$ cat src/rtl/alu_pkg.sv
// Shared opcode, flag-index and FSM-state definitions for the multicycle ALU.
package alu_pkg;

  typedef enum logic [3:0] {
    OP_ADD = 4'b0000,
    OP_SUB = 4'b0001,
    OP_AND = 4'b0010,
    OP_ORR = 4'b0011,
    OP_EOR = 4'b0100,
    OP_ADC = 4'b0101,
    OP_SBC = 4'b0110,
    OP_RSB = 4'b0111,
    OP_LSL = 4'b1000,
    OP_LSR = 4'b1001,
    OP_ASR = 4'b1010,
    OP_ROR = 4'b1011,
    OP_MUL = 4'b1100,
    OP_BIC = 4'b1101,
    OP_MOV = 4'b1110,
    OP_MVN = 4'b1111
  } alu_op_t;

  localparam int FLAG_N = 3;
  localparam int FLAG_Z = 2;
  localparam int FLAG_C = 1;
  localparam int FLAG_V = 0;

  typedef enum logic [0:0] {
    ST_IDLE     = 1'b0,
    ST_MUL_BUSY = 1'b1
  } alu_state_t;

endpackage

$ cat src/rtl/alu_shifter.sv
// Combinational barrel shifter (LSL/LSR/ASR/ROR) with shifted-out carry.
// An amount of zero passes data through and keeps the incoming carry.
module alu_shifter #(
  parameter int WIDTH = 32
) (
  input  logic [WIDTH-1:0]         i_data,
  input  logic [$clog2(WIDTH)-1:0] i_amount,
  input  logic [1:0]               i_type,
  input  logic                     i_cin,
  output logic [WIDTH-1:0]         o_result,
  output logic                     o_cout
);

  logic [WIDTH:0]     w_lsl;
  logic [WIDTH:0]     w_lsr;
  logic [WIDTH:0]     w_asr;
  logic [2*WIDTH-1:0] w_ror;
  logic [WIDTH-1:0]   w_res_raw;
  logic               w_cout_raw;

  // Each variant carries one guard bit that catches the last bit shifted out.
  always_comb begin
    w_lsl = {1'b0, i_data} << i_amount;
    w_lsr = {i_data, 1'b0} >> i_amount;
    w_asr = $signed({i_data, 1'b0}) >>> i_amount;
    w_ror = {i_data, i_data} >> i_amount;
    w_res_raw  = i_data;
    w_cout_raw = i_cin;
    case (i_type)
      2'b00: begin w_res_raw = w_lsl[WIDTH-1:0]; w_cout_raw = w_lsl[WIDTH];   end
      2'b01: begin w_res_raw = w_lsr[WIDTH:1];   w_cout_raw = w_lsr[0];       end
      2'b10: begin w_res_raw = w_asr[WIDTH:1];   w_cout_raw = w_asr[0];       end
      2'b11: begin w_res_raw = w_ror[WIDTH-1:0]; w_cout_raw = w_ror[WIDTH-1]; end
      default: begin w_res_raw = i_data; w_cout_raw = i_cin; end
    endcase
    o_result = (i_amount == '0) ? i_data : w_res_raw;
    o_cout   = (i_amount == '0) ? i_cin  : w_cout_raw;
  end

endmodule

$ cat src/rtl/alu_multicycle.sv
// 16-op ALU with valid/ready input, registered result, NZCV flag register
// and an iterative shift-add multiplier (one partial product per clock).
module alu_multicycle
  import alu_pkg::*;
#(
  parameter int WIDTH  = 32,
  parameter int MUL_EN = 1
) (
  input  logic             clk,
  input  logic             reset,
  input  logic             in_valid,
  output logic             in_ready,
  input  logic [WIDTH-1:0] a,
  input  logic [WIDTH-1:0] b,
  input  logic [3:0]       ALUControl,
  input  logic             set_flags,
  output logic [WIDTH-1:0] Result,
  output logic             out_valid,
  output logic [3:0]       ALUFlags
);

  localparam int LOG2W = $clog2(WIDTH);
  localparam int CW    = LOG2W + 1;

  alu_state_t       r_state, w_state_next;
  logic [WIDTH-1:0] r_result, r_mcand, r_mplier, r_acc;
  logic [CW-1:0]    r_count;
  logic             r_mul_s, r_out_valid;
  logic [3:0]       r_flags;

  alu_op_t          w_op;
  logic             w_accept, w_is_mul, w_mul_last;
  logic [WIDTH-1:0] w_add_x, w_add_y, w_res, w_shift_res, w_acc_next;
  logic             w_add_cin, w_add_v, w_shift_cout, w_c, w_v, w_flag_we;
  logic [WIDTH:0]   w_sum;
  logic [3:0]       w_flags_next;

  assign w_op       = alu_op_t'(ALUControl);
  assign in_ready   = (r_state == ST_IDLE) & ~reset;
  assign w_accept   = in_valid & in_ready;
  assign w_is_mul   = (w_op == OP_MUL) && (MUL_EN != 0);
  assign w_mul_last = (r_count == CW'(1));
  assign w_acc_next = r_mplier[0] ? (r_acc + r_mcand) : r_acc;

  assign Result    = r_result;
  assign out_valid = r_out_valid;
  assign ALUFlags  = r_flags;

  // All add/sub flavours share one adder; RSB swaps operands, SUB-types invert y.
  always_comb begin
    w_add_x   = a;
    w_add_y   = b;
    w_add_cin = 1'b0;
    case (w_op)
      OP_SUB:  begin w_add_y = ~b; w_add_cin = 1'b1;            end
      OP_ADC:  begin w_add_cin = r_flags[FLAG_C];               end
      OP_SBC:  begin w_add_y = ~b; w_add_cin = r_flags[FLAG_C]; end
      OP_RSB:  begin w_add_x = b; w_add_y = ~a; w_add_cin = 1'b1; end
      default: begin w_add_x = a; w_add_y = b; w_add_cin = 1'b0; end
    endcase
    w_sum   = {1'b0, w_add_x} + {1'b0, w_add_y} + {{WIDTH{1'b0}}, w_add_cin};
    w_add_v = (w_add_x[WIDTH-1] == w_add_y[WIDTH-1]) &&
              (w_sum[WIDTH-1] != w_add_x[WIDTH-1]);
  end

  alu_shifter #(.WIDTH(WIDTH)) u_shifter (
    .i_data   (a),
    .i_amount (b[LOG2W-1:0]),
    .i_type   (ALUControl[1:0]),
    .i_cin    (r_flags[FLAG_C]),
    .o_result (w_shift_res),
    .o_cout   (w_shift_cout)
  );

  // Single-cycle result and candidate flags; MUL here only covers the MUL_EN=0 case.
  always_comb begin
    w_res     = '0;
    w_c       = r_flags[FLAG_C];
    w_v       = r_flags[FLAG_V];
    w_flag_we = set_flags;
    case (w_op)
      OP_ADD, OP_SUB, OP_ADC, OP_SBC, OP_RSB: begin
        w_res = w_sum[WIDTH-1:0];
        w_c   = w_sum[WIDTH];
        w_v   = w_add_v;
      end
      OP_AND:  w_res = a & b;
      OP_ORR:  w_res = a | b;
      OP_EOR:  w_res = a ^ b;
      OP_BIC:  w_res = a & ~b;
      OP_MOV:  w_res = b;
      OP_MVN:  w_res = ~b;
      OP_LSL, OP_LSR, OP_ASR, OP_ROR: begin
        w_res = w_shift_res;
        w_c   = w_shift_cout;
      end
      OP_MUL: begin
        w_res     = '0;
        w_flag_we = 1'b0;
      end
      default: w_res = '0;
    endcase
    w_flags_next = {w_res[WIDTH-1], (w_res == '0), w_c, w_v};
  end

  // Next-state logic: a MUL parks the FSM in MUL_BUSY for WIDTH iterations.
  always_comb begin
    w_state_next = r_state;
    case (r_state)
      ST_IDLE: begin
        if (w_accept && w_is_mul) w_state_next = ST_MUL_BUSY;
        else                      w_state_next = ST_IDLE;
      end
      ST_MUL_BUSY: begin
        if (w_mul_last) w_state_next = ST_IDLE;
        else            w_state_next = ST_MUL_BUSY;
      end
      default: w_state_next = ST_IDLE;
    endcase
  end

  always_ff @(posedge clk) begin
    if (reset) r_state <= ST_IDLE;
    else       r_state <= w_state_next;
  end

  // Datapath registers; reset mid-MUL discards the partial product silently.
  always_ff @(posedge clk) begin
    if (reset) begin
      r_result    <= '0;
      r_out_valid <= 1'b0;
      r_flags     <= 4'b0000;
      r_mcand     <= '0;
      r_mplier    <= '0;
      r_acc       <= '0;
      r_count     <= '0;
      r_mul_s     <= 1'b0;
    end else begin
      r_out_valid <= 1'b0;
      if (r_state == ST_MUL_BUSY) begin
        r_acc    <= w_acc_next;
        r_mcand  <= r_mcand << 1;
        r_mplier <= r_mplier >> 1;
        r_count  <= r_count - CW'(1);
        if (w_mul_last) begin
          r_result    <= w_acc_next;
          r_out_valid <= 1'b1;
          if (r_mul_s) begin
            r_flags[FLAG_N] <= w_acc_next[WIDTH-1];
            r_flags[FLAG_Z] <= (w_acc_next == '0);
          end
        end
      end else if (w_accept) begin
        if (w_is_mul) begin
          r_mcand  <= a;
          r_mplier <= b;
          r_acc    <= '0;
          r_count  <= CW'(WIDTH);
          r_mul_s  <= set_flags;
        end else begin
          r_result    <= w_res;
          r_out_valid <= 1'b1;
          if (w_flag_we) r_flags <= w_flags_next;
        end
      end
    end
  end

endmodule
$ cat config.mk
export PLATFORM = sky130hd
export DESIGN_NAME = alu_multicycle
export DESIGN_NICKNAME = d
export VERILOG_FILES = /design/src/rtl/alu_pkg.sv /design/src/rtl/alu_shifter.sv /design/src/rtl/alu_multicycle.sv
export SDC_FILE = /design/constraint.sdc
export NUM_CORES = 1
export LEC_CHECK = 0
export CAP_MARGIN = 40
export CORE_UTILIZATION = 50
export CTS_CLUSTER_SIZE = 20
export DETAILED_ROUTE_END_ITERATION = 16
export GPL_ROUTABILITY_DRIVEN = 1
export GPL_TIMING_DRIVEN = 1
export MAX_ROUTING_LAYER = met4
export PLACE_DENSITY = 0.71
export REMOVE_ABC_BUFFERS = 1
export SYNTH_ARGS = -nofsm -noshare
export SYNTH_HDL_FRONTEND = slang
export SYNTH_SLANG_ARGS = --single-unit
$ cat constraint.sdc
create_clock -name clk -period 6.04 [get_ports clk]
set_clock_uncertainty 0.15 [all_clocks]
set_input_delay 0.604 -clock clk [delete_from_list [all_inputs] [get_ports clk]]
set_output_delay 0.604 -clock clk [all_outputs]
set_load 0.03 [all_outputs]
==> results of run 1 <==
==> sequential cells by signal, indices dropped and copies added (netlist names) <==
signal and cells:
ALUFlags 4, r_mplier 32, r_count 6, out_valid 1, r_acc 32, r_mul_s 1, Result 32, r_mcand 32
r_state 1
==> area by class of cell <==
class / instances / area share
multi-input combinational: 2321 / 0.700
sequential: 141 / 0.125
timing repair buffer: 266 / 0.103
tap: 525 / 0.0291
clock buffer: 19 / 0.0201
inverter: 95 / 0.0158
clock inverter: 11 / 0.00632
antenna: 5 / 0.000555
==> routing by layer <==
layer | part of all wire | track usage
met1 | 0.39 | 0.593
met3 | 0.14 | 0.160
met4 | 0.064 | 0.247
met2 | 0.41 | 0.675
met5 | 0 | -
==> kinds of logic after synthesis <==
logic type / Yosys count / share of synthesized area
AOI/OAI and AO/OA: 994 / 0.314
and+or+nand+nor: 945 / 0.207
buffers and inverters: 375 / 0.0776
muxes: 228 / 0.174
DFF: 141 / 0.140
adders and majority gates: 101 / 0.0639
xor gates and xnor gates: 53 / 0.0231
==> timing repair <==
| item | 4_1_cts | 5_1_grt |
|---|---|---|
| buffers inserted | 0 | 0 |
| hold buffers | 0 | 0 |
| setup endpoints to repair | 0 | 1 |
| resized for setup | 0 | 1 |
==> where the power goes <==
part / total [mW] / leakage, nW / switching, mW / internal (mW)
sequential: 0.968 / 1.14 / 0.0160 / 0.952
combinational: 1.73 / 7.25 / 1.09 / 0.640
clock: 1.08 / 0.291 / 0.414 / 0.664
total: 3.78 / 8.68 / 1.52 / 2.26
==> through the flow <==
stage	setup slack [ns]	hold slack (ns)
floorplan	-1.47	0.276
global placement	0.263	0.289
detailed placement	0.130	0.291
CTS	0.566	0.295
global route	0.0182	0.322
finish	0.440	0.298
==> how the worst min path moves through the flow <==
stage / from / end / cells after the start
floorplan: r_mplier[1]$_SDFFE_PP0P_ / r_mplier[0]$_SDFFE_PP0P_ / 2
global placement: r_mplier[1]$_SDFFE_PP0P_ / r_mplier[0]$_SDFFE_PP0P_ / 2
detailed placement: r_mplier[1]$_SDFFE_PP0P_ / r_mplier[0]$_SDFFE_PP0P_ / 2
CTS: r_mplier[1]$_SDFFE_PP0P_ / r_mplier[0]$_SDFFE_PP0P_ / 2
global route: Result[29]$_SDFFE_PP0P_ / Result[29]$_SDFFE_PP0P_ / 2
finish: r_mplier[1]$_SDFFE_PP0P_ / r_mplier[0]$_SDFFE_PP0P_ / 2
==> worst register-to-register path, stage by stage (launching register included) <==
cell and delay, ns:
dfxtp_1 0.47, a21o_1 0.23, nand3_1 0.09, fa_1 0.20
inv_1 0.06, fa_1 0.44, a211oi_1 0.34, o211ai_1 0.26
and3b_1 0.28, o31ai_2 0.28, xor2_1 0.19, a22oi_1 0.11
or3b_1 0.39, nor4_1 0.33, buf_4 0.18, nor4b_2 0.27
nand4_1 0.17, o31ai_2 0.21
==> layout by cell type, fill, tap and decap left out, types with 10 or more instances in the layout <==
master             n
nand2_1          406
a21oi_1          303
nor2_1           269
o21ai_0          239
buf_4            154
dfxtp_1          139
clkdlybuf4s50_1  101
ha_1              98
mux4_2            90
inv_1             89
mux2i_1           78
mux2_2            55
nand3_1           53
o211ai_1          52
nor3_1            48
a211oi_1          45
a21o_1            34
a22oi_1           34
o22ai_1           32
a221oi_1          28
a31oi_1           28
xor2_1            28
nand2b_1          27
xnor2_1           25
a311oi_1          19
nor2b_1           17
nand4_1           17
clkbuf_16         17
o221ai_1          16
or3_1             16
and2_1            15
a211o_1           14
o2111ai_1         14
and3_1            13
a2111oi_0         13
nor4_1            13
o21a_1            11
o31ai_1           10
==> summary.txt, run 1 <==
Setup path
  • WP buf/inv: 5
  • CP endpoint: ALUFlags[2]$_SDFFE_PP0P_
  • WP data required: 6.24 ns
  • Crit end category: flop
  • FF-to-FF End: ALUFlags[2]$_SDFFE_PP0P_
  • Worst Setup SP: ALUControl[2]
  • Path depth of the worst reg2reg path: 17
  • Worst r2r src: ALUFlags[1]$_SDFFE_PP0P_
  • Crit-path leading delay family: compound AO/OA/AOI/OAI gates
  • Flop2flop setup slack: 1.33 ns
  • CP Class: in2reg
  • Crit. path cell count: 19
  • Critical Path Start Type: input port
  • Slowest CP cell: buf_4
  • Max stage delay on crit path: 0.52 ns
  • Worst-path fanout max: 81
  • Most used cell, CP: buf_4
  • Critical Path AT: 5.80 ns
  • CP Cell Sequence: clkdlybuf4s50_1 > buf_4 > nand3_2 > buf_4 > buf_4 > o21ai_0 > ha_1 > o21ai_0 > a211oi_1 > o311ai_0 > o211ai_1 > a2111oi_0 > buf_4 > nor3b_1 > mux2_2 > a211o_1 > nor2_1 > nand4_1 > o31ai_2

Synthesis
  • Post-synth EDFFs: 0
  • Synth warnings: 0
  • Post-synth top cells: nand2_1 (406), a21oi_1 (304), nor2_1 (271)
  • Avg Inst Size Synth: 7.10 um^2
  • Ys async rst share: 0
  • Sequential-to-total area share from yosys stat: 0.140
  • Synth top area share: 0.140
  • Count leader, synth: nand2_1
  • Library cells used by synthesis: 93
  • Top post-synthesis cells by area: dfxtp_1 (14%), mux4_2 (10%), nand2_1 (7.6%)
  • FF+latch count, synth: 141
  • Syn Inst Count: 2837
  • Synth area leader: dfxtp_1
  • Dominant synthesized flop cell: dfxtp_1
  • Mapped Area: 0.0201 mm^2

Clock network
  • CTS tree: done
  • Clock root buffer: clkbuf_16
  • Htree depth: 4
  • CTS Buffer Depth: 2
  • Total clock sinks: 141
  • CTS clock-pin slew for the worst setup and hold paths: 0.06 ns
  • CTS buffer count: 17
  • Clk Latency, worst-skew pair: 0.44 ns

Route
  • Post-DR wirelength/cell: 28.6 um
  • Vias: 24300
  • DRT Pass-1 Iters: 6
  • Residual DRC: 0
  • Detailed Route WL: 96.8 mm
  • Initial DRC count: 3642
  • Antenna Nets Post-Route: 0
  • Vias per cell: 7.18

Timing
  • Endpoints failing hold: 0
  • Max-slew violation count: 0
  • Final period utilization: 0.927
  • TNS Setup: 0 ns
  • Final min period: 5.60 ns
  • Worst-Margin Slew: 0.976 ns
  • Max-slew headroom: 0.350
  • Unrepaired setup endpoints after global routing: no
  • Fmax: 0.179 GHz
  • # setup viols final: 0

Floorplan
  • Die extent in y: 203 um
  • Ports: 110
  • Die X: 203 um
  • Core Area: 0.0397 mm^2
  • Full die area: 0.0411 mm^2
  • Rows: 73
  • Initial Util: 0.507

Global route
  • Largest net degree at the start of global routing: 103
  • Total GRT Usage: 0.475
  • Number of global-route vias before repair: 22600
  • GR Overflow Total: 0
  • Initial antenna violation count: 4
  • First-pass GRT wire length: 143 mm

Power and ir drop
  • Leak pwr: 8.68 nW
  • Max IR drop VDD: 0.170 mV
  • Total power: 3.78 mW
  • Pwr Density: 168 mW/mm^2

Layout
  • Non-Filler Instances: 3383
  • Final Cell Area: 0.0226 mm^2
  • Area delta synth->final: 12.0%
  • Share of cells above drive strength 1: 0.134
  • Fillers: 3824
  • NumNets Final: 3015
  • Seq. cell area: 0.00283 mm^2
  • Multi-input gate area: 0.0158 mm^2
  • Final core utilization: 0.568

Worst hold path
  • Worst Hold Class: reg2reg

Placed design
  • Post-placement cell count: 3348
  • Placed inst area: 0.0219 mm^2
  • GPL Wtd Cong: 1.11
  • PortBufs: 109
  • Dpl hpwl: 73.5 mm

Run
  • Max-cap viol count: 0

Run status
  • Status: finished, final reports clean
Note: power is estimated with default switching activity, not from simulation.
==> run 2: changes to the inputs <==
- CORE_MARGIN: unset -> 2
==> run 2 against run 1 <==
Via count is 1.2% higher. Setup slack worse by 0.13 ns. Clock power hardly changed. Critical endpoint unchanged.
==> summary.txt, run 2 (synthesis results as in run 1) <==
Timing
  • Final period utilization: 0.948 (+0.0213)
  • TNS Setup: 0 ns (unchanged)
  • Post-route setup slack: 0.312 ns (-0.128 ns)
  • Fmax: 0.175 GHz (-2.2%)
  • Final min period: 5.73 ns (+0.128 ns)
  • Endpoints failing hold: 0 (unchanged)
  • Max-slew violation count: 0 (unchanged)
  • # setup viols final: 0 (unchanged)
  • Max-slew headroom: 0.310 (-0.0393)
  • Worst-Margin Slew: 1.03 ns (+0.0521 ns)

Clock network
  • CTS hold repair buffers: 0 (unchanged)
  • Post-CTS setup buffers: 0 (unchanged)
  • Total clock sinks: 141 (unchanged)
  • Post-CTS Resized: 0 (unchanged)
  • Htree depth: 4 (unchanged)
  • Clock root buffer: clkbuf_16
  • CTS clock-pin slew for the worst setup and hold paths: 0.06 ns (about the same)
  • CTS Buffer Depth: 2 (unchanged)
  • CTS buffer count: 17 (unchanged)
  • Clk Latency, worst-skew pair: 0.44 ns (about the same)
  • CTS tree: done

Power and ir drop
  • Pwr Density: 168 mW/mm^2 (+0.14%)
  • Logic pwr share: 0.468 (+0.009)
  • Max IR drop VDD: 0.219 mV (+29%)
  • Total power: 3.83 mW (+1.3%)
  • Leak pwr: 8.83 nW (+1.7%)
  • Switch Pwr: 1.55 mW (+2.0%)
  • Switching Fraction: 0.406 (+0.00274)
  • Sequential fraction of design power: 0.253 (-0.003)
  • Clock power share: 0.279 (-0.006)
  • P_int: 2.28 mW (+0.84%)

Layout
  • Most frequent cells in the layout: nand2_1 (406), a21oi_1 (303), nor2_1 (269), o21ai_0 (239), buf_4 (183)
  • Area delta synth->final: 13.3%
  • Fillers: 3755 (-1.8%)
  • Final Cell Area: 0.0228 mm^2 (+1.2%)
  • Share of cells above drive strength 1: 0.143 (+0.00956)
  • NumNets Final: 3046 (+1.0%)
  • Commonest non-fill, non-tap cell in the layout: nand2_1
  • Final core utilization: 0.574 (+0.00658)

Route
  • Vias: 24600 (+1.2%)
  • Residual DRC: 0 (unchanged)
  • DRT Pass-1 Iters: 7 (+1)
  • Vias per cell: 7.20 (+0.20%)
  • Antenna Nets Post-Route: 0 (unchanged)
  • Post-DR wirelength/cell: 28.6 um (about the same)
  • Initial DRC count: 3806 (+4.5%)
  • Detailed Route WL: 97.7 mm (+0.89%)

Global route
  • Total GRT Usage: 0.472 (-0.00337)
  • GR Overflow Total: 0 (unchanged)
  • Largest net degree at the start of global routing: 141 (+37%)
  • Met3 Use GR: 0.145 (-0.0146)
  • GR met1 Demand/Resource: 0.603 (+0.00987)
  • Busiest grt layer: met2
  • Number of global-route vias before repair: 22800 (+1.1%)
  • Initial antenna violation count: 3 (-1)
  • Met2 usage: 0.666 (-0.00852)
  • First-pass GRT wire length: 144 mm (+0.75%)

Run
  • Max-cap viol count: 0 (unchanged)

Placed design
  • Dpl hpwl: 72.9 mm (-0.77%)
  • Pre-CTS worst setup slack: -0.173 ns (-0.303 ns)
  • Placed inst area: 0.0222 mm^2 (+1.2%)
  • GPL Wtd Cong: 1.14 (+2.2%)
  • PortBufs: 109 (unchanged)

Floorplan
  • Full die area: 0.0419 mm^2 (+2.0%)
  • Die X: 205 um (+0.99%)
  • Rows: 73 (unchanged)
  • Initial Util: 0.507 (unchanged)
  • Ports: 110 (unchanged)
  • Core Area: 0.0397 mm^2 (unchanged)
  • Die extent in y: 205 um (+0.99%)

Worst hold path
  • Worst Hold Class: reg2reg
  • Worst hold path startpoint: Result[19]$_SDFFE_PP0P_

Setup path
  • CP Class: in2reg
  • Critical Path AT: 5.93 ns (+0.13 ns)
  • Worst r2r src: ALUFlags[1]$_SDFFE_PP0P_
  • WP data required: 6.25 ns (about the same)
  • Critical Path Start Type: input port
  • Slowest CP cell: clkdlybuf4s50_1
  • Worst-path fanout max: 4 (-95%)
  • Crit-path leading delay family: compound AO/OA/AOI/OAI gates
  • WP buf/inv: 6 (+1)
  • CP Cell Sequence: clkdlybuf4s50_1 > inv_1 > nor2_1 > a21oi_1 > o21ai_2 > nor2_1 > a211oi_1 > fa_1 > inv_1 > fa_1 > a211oi_2 > o211ai_1 > buf_4 > a211oi_1 > buf_4 > o211ai_1 > a2111oi_1 > buf_4 > nor3b_1 > mux2_2 > a211o_1 > nor2_1 > nand4_1 > o31ai_2
  • Max stage delay on crit path: 0.55 ns (+0.03 ns)
  • Worst Setup SP: ALUControl[2]
  • Crit end category: flop

Run status
  • Status: finished, final reports clean
==> run 2: cell count changes in the layout (fill, tap and decap cells not counted), moves of 2 or more <==
cell | previous run | this run
buf_4 | 154 | 183
clkbuf_8 | 2 | 0
a2111oi_1 | 1 | 3
a2111oi_0 | 13 | 11
clkbuf_1 | 0 | 3
==> run 2: power by group through the flow <==
stage,clock network (mW),registers (mW),logic (mW)
final,1.07,0.968,1.79
after global routing,1.11,0.969,1.87
after CTS,1.07,0.967,1.71
after detailed placement,0,0.987,1.70
after global placement,0,0.986,1.68
after floorplan,0,1.02,0.853
==> run 2: stage by stage <==
step	instances	hold WS [ns]
2_1_floorplan	2557	0.276
3_3_place_gp	3374	0.288
3_5_place_dp	3379	0.294
4_1_cts	3411	0.303
5_1_grt	3414	0.320
6_report	3416	0.300
==> run 2: worst paths after layout <==
kind	endpoint	slack, ns	cells past startpoint
min reg2reg	Result[19]$_SDFFE_PP0P_	0.30	2
min	Result[19]$_SDFFE_PP0P_	0.30	2
max reg2reg	ALUFlags[2]$_SDFFE_PP0P_	1.09	19
max	ALUFlags[2]$_SDFFE_PP0P_	0.31	24
==> run 2: final cells by class <==
cell class                      instances  area, um^2  area share
Antenna cell                            5        12.5    0.000548
Tap cell                              525         657      0.0288
Clock buffer                           20         437      0.0191
Clock inverter                         12         146     0.00642
Sequential cell                       141        2830       0.124
Timing Repair Buffer                  297        2580       0.113
Inverter                               95         357      0.0156
Multi-Input combinational cell       2321       15800       0.693
==> run 2: tightest hold or removal path, stage by stage (launching register included) <==
cell     delay, ns
dfxtp_1       0.31
nand2_1       0.05
a21oi_1       0.05
==> run 2: routing by layer <==
layer,vias to the layer above,routed length [um],part of all wire
met5,-,0,0
met4,0,6560,0.067
met3,439,13800,0.14
met2,1900,39800,0.41
met1,11600,37500,0.38
li1,10600,-,-
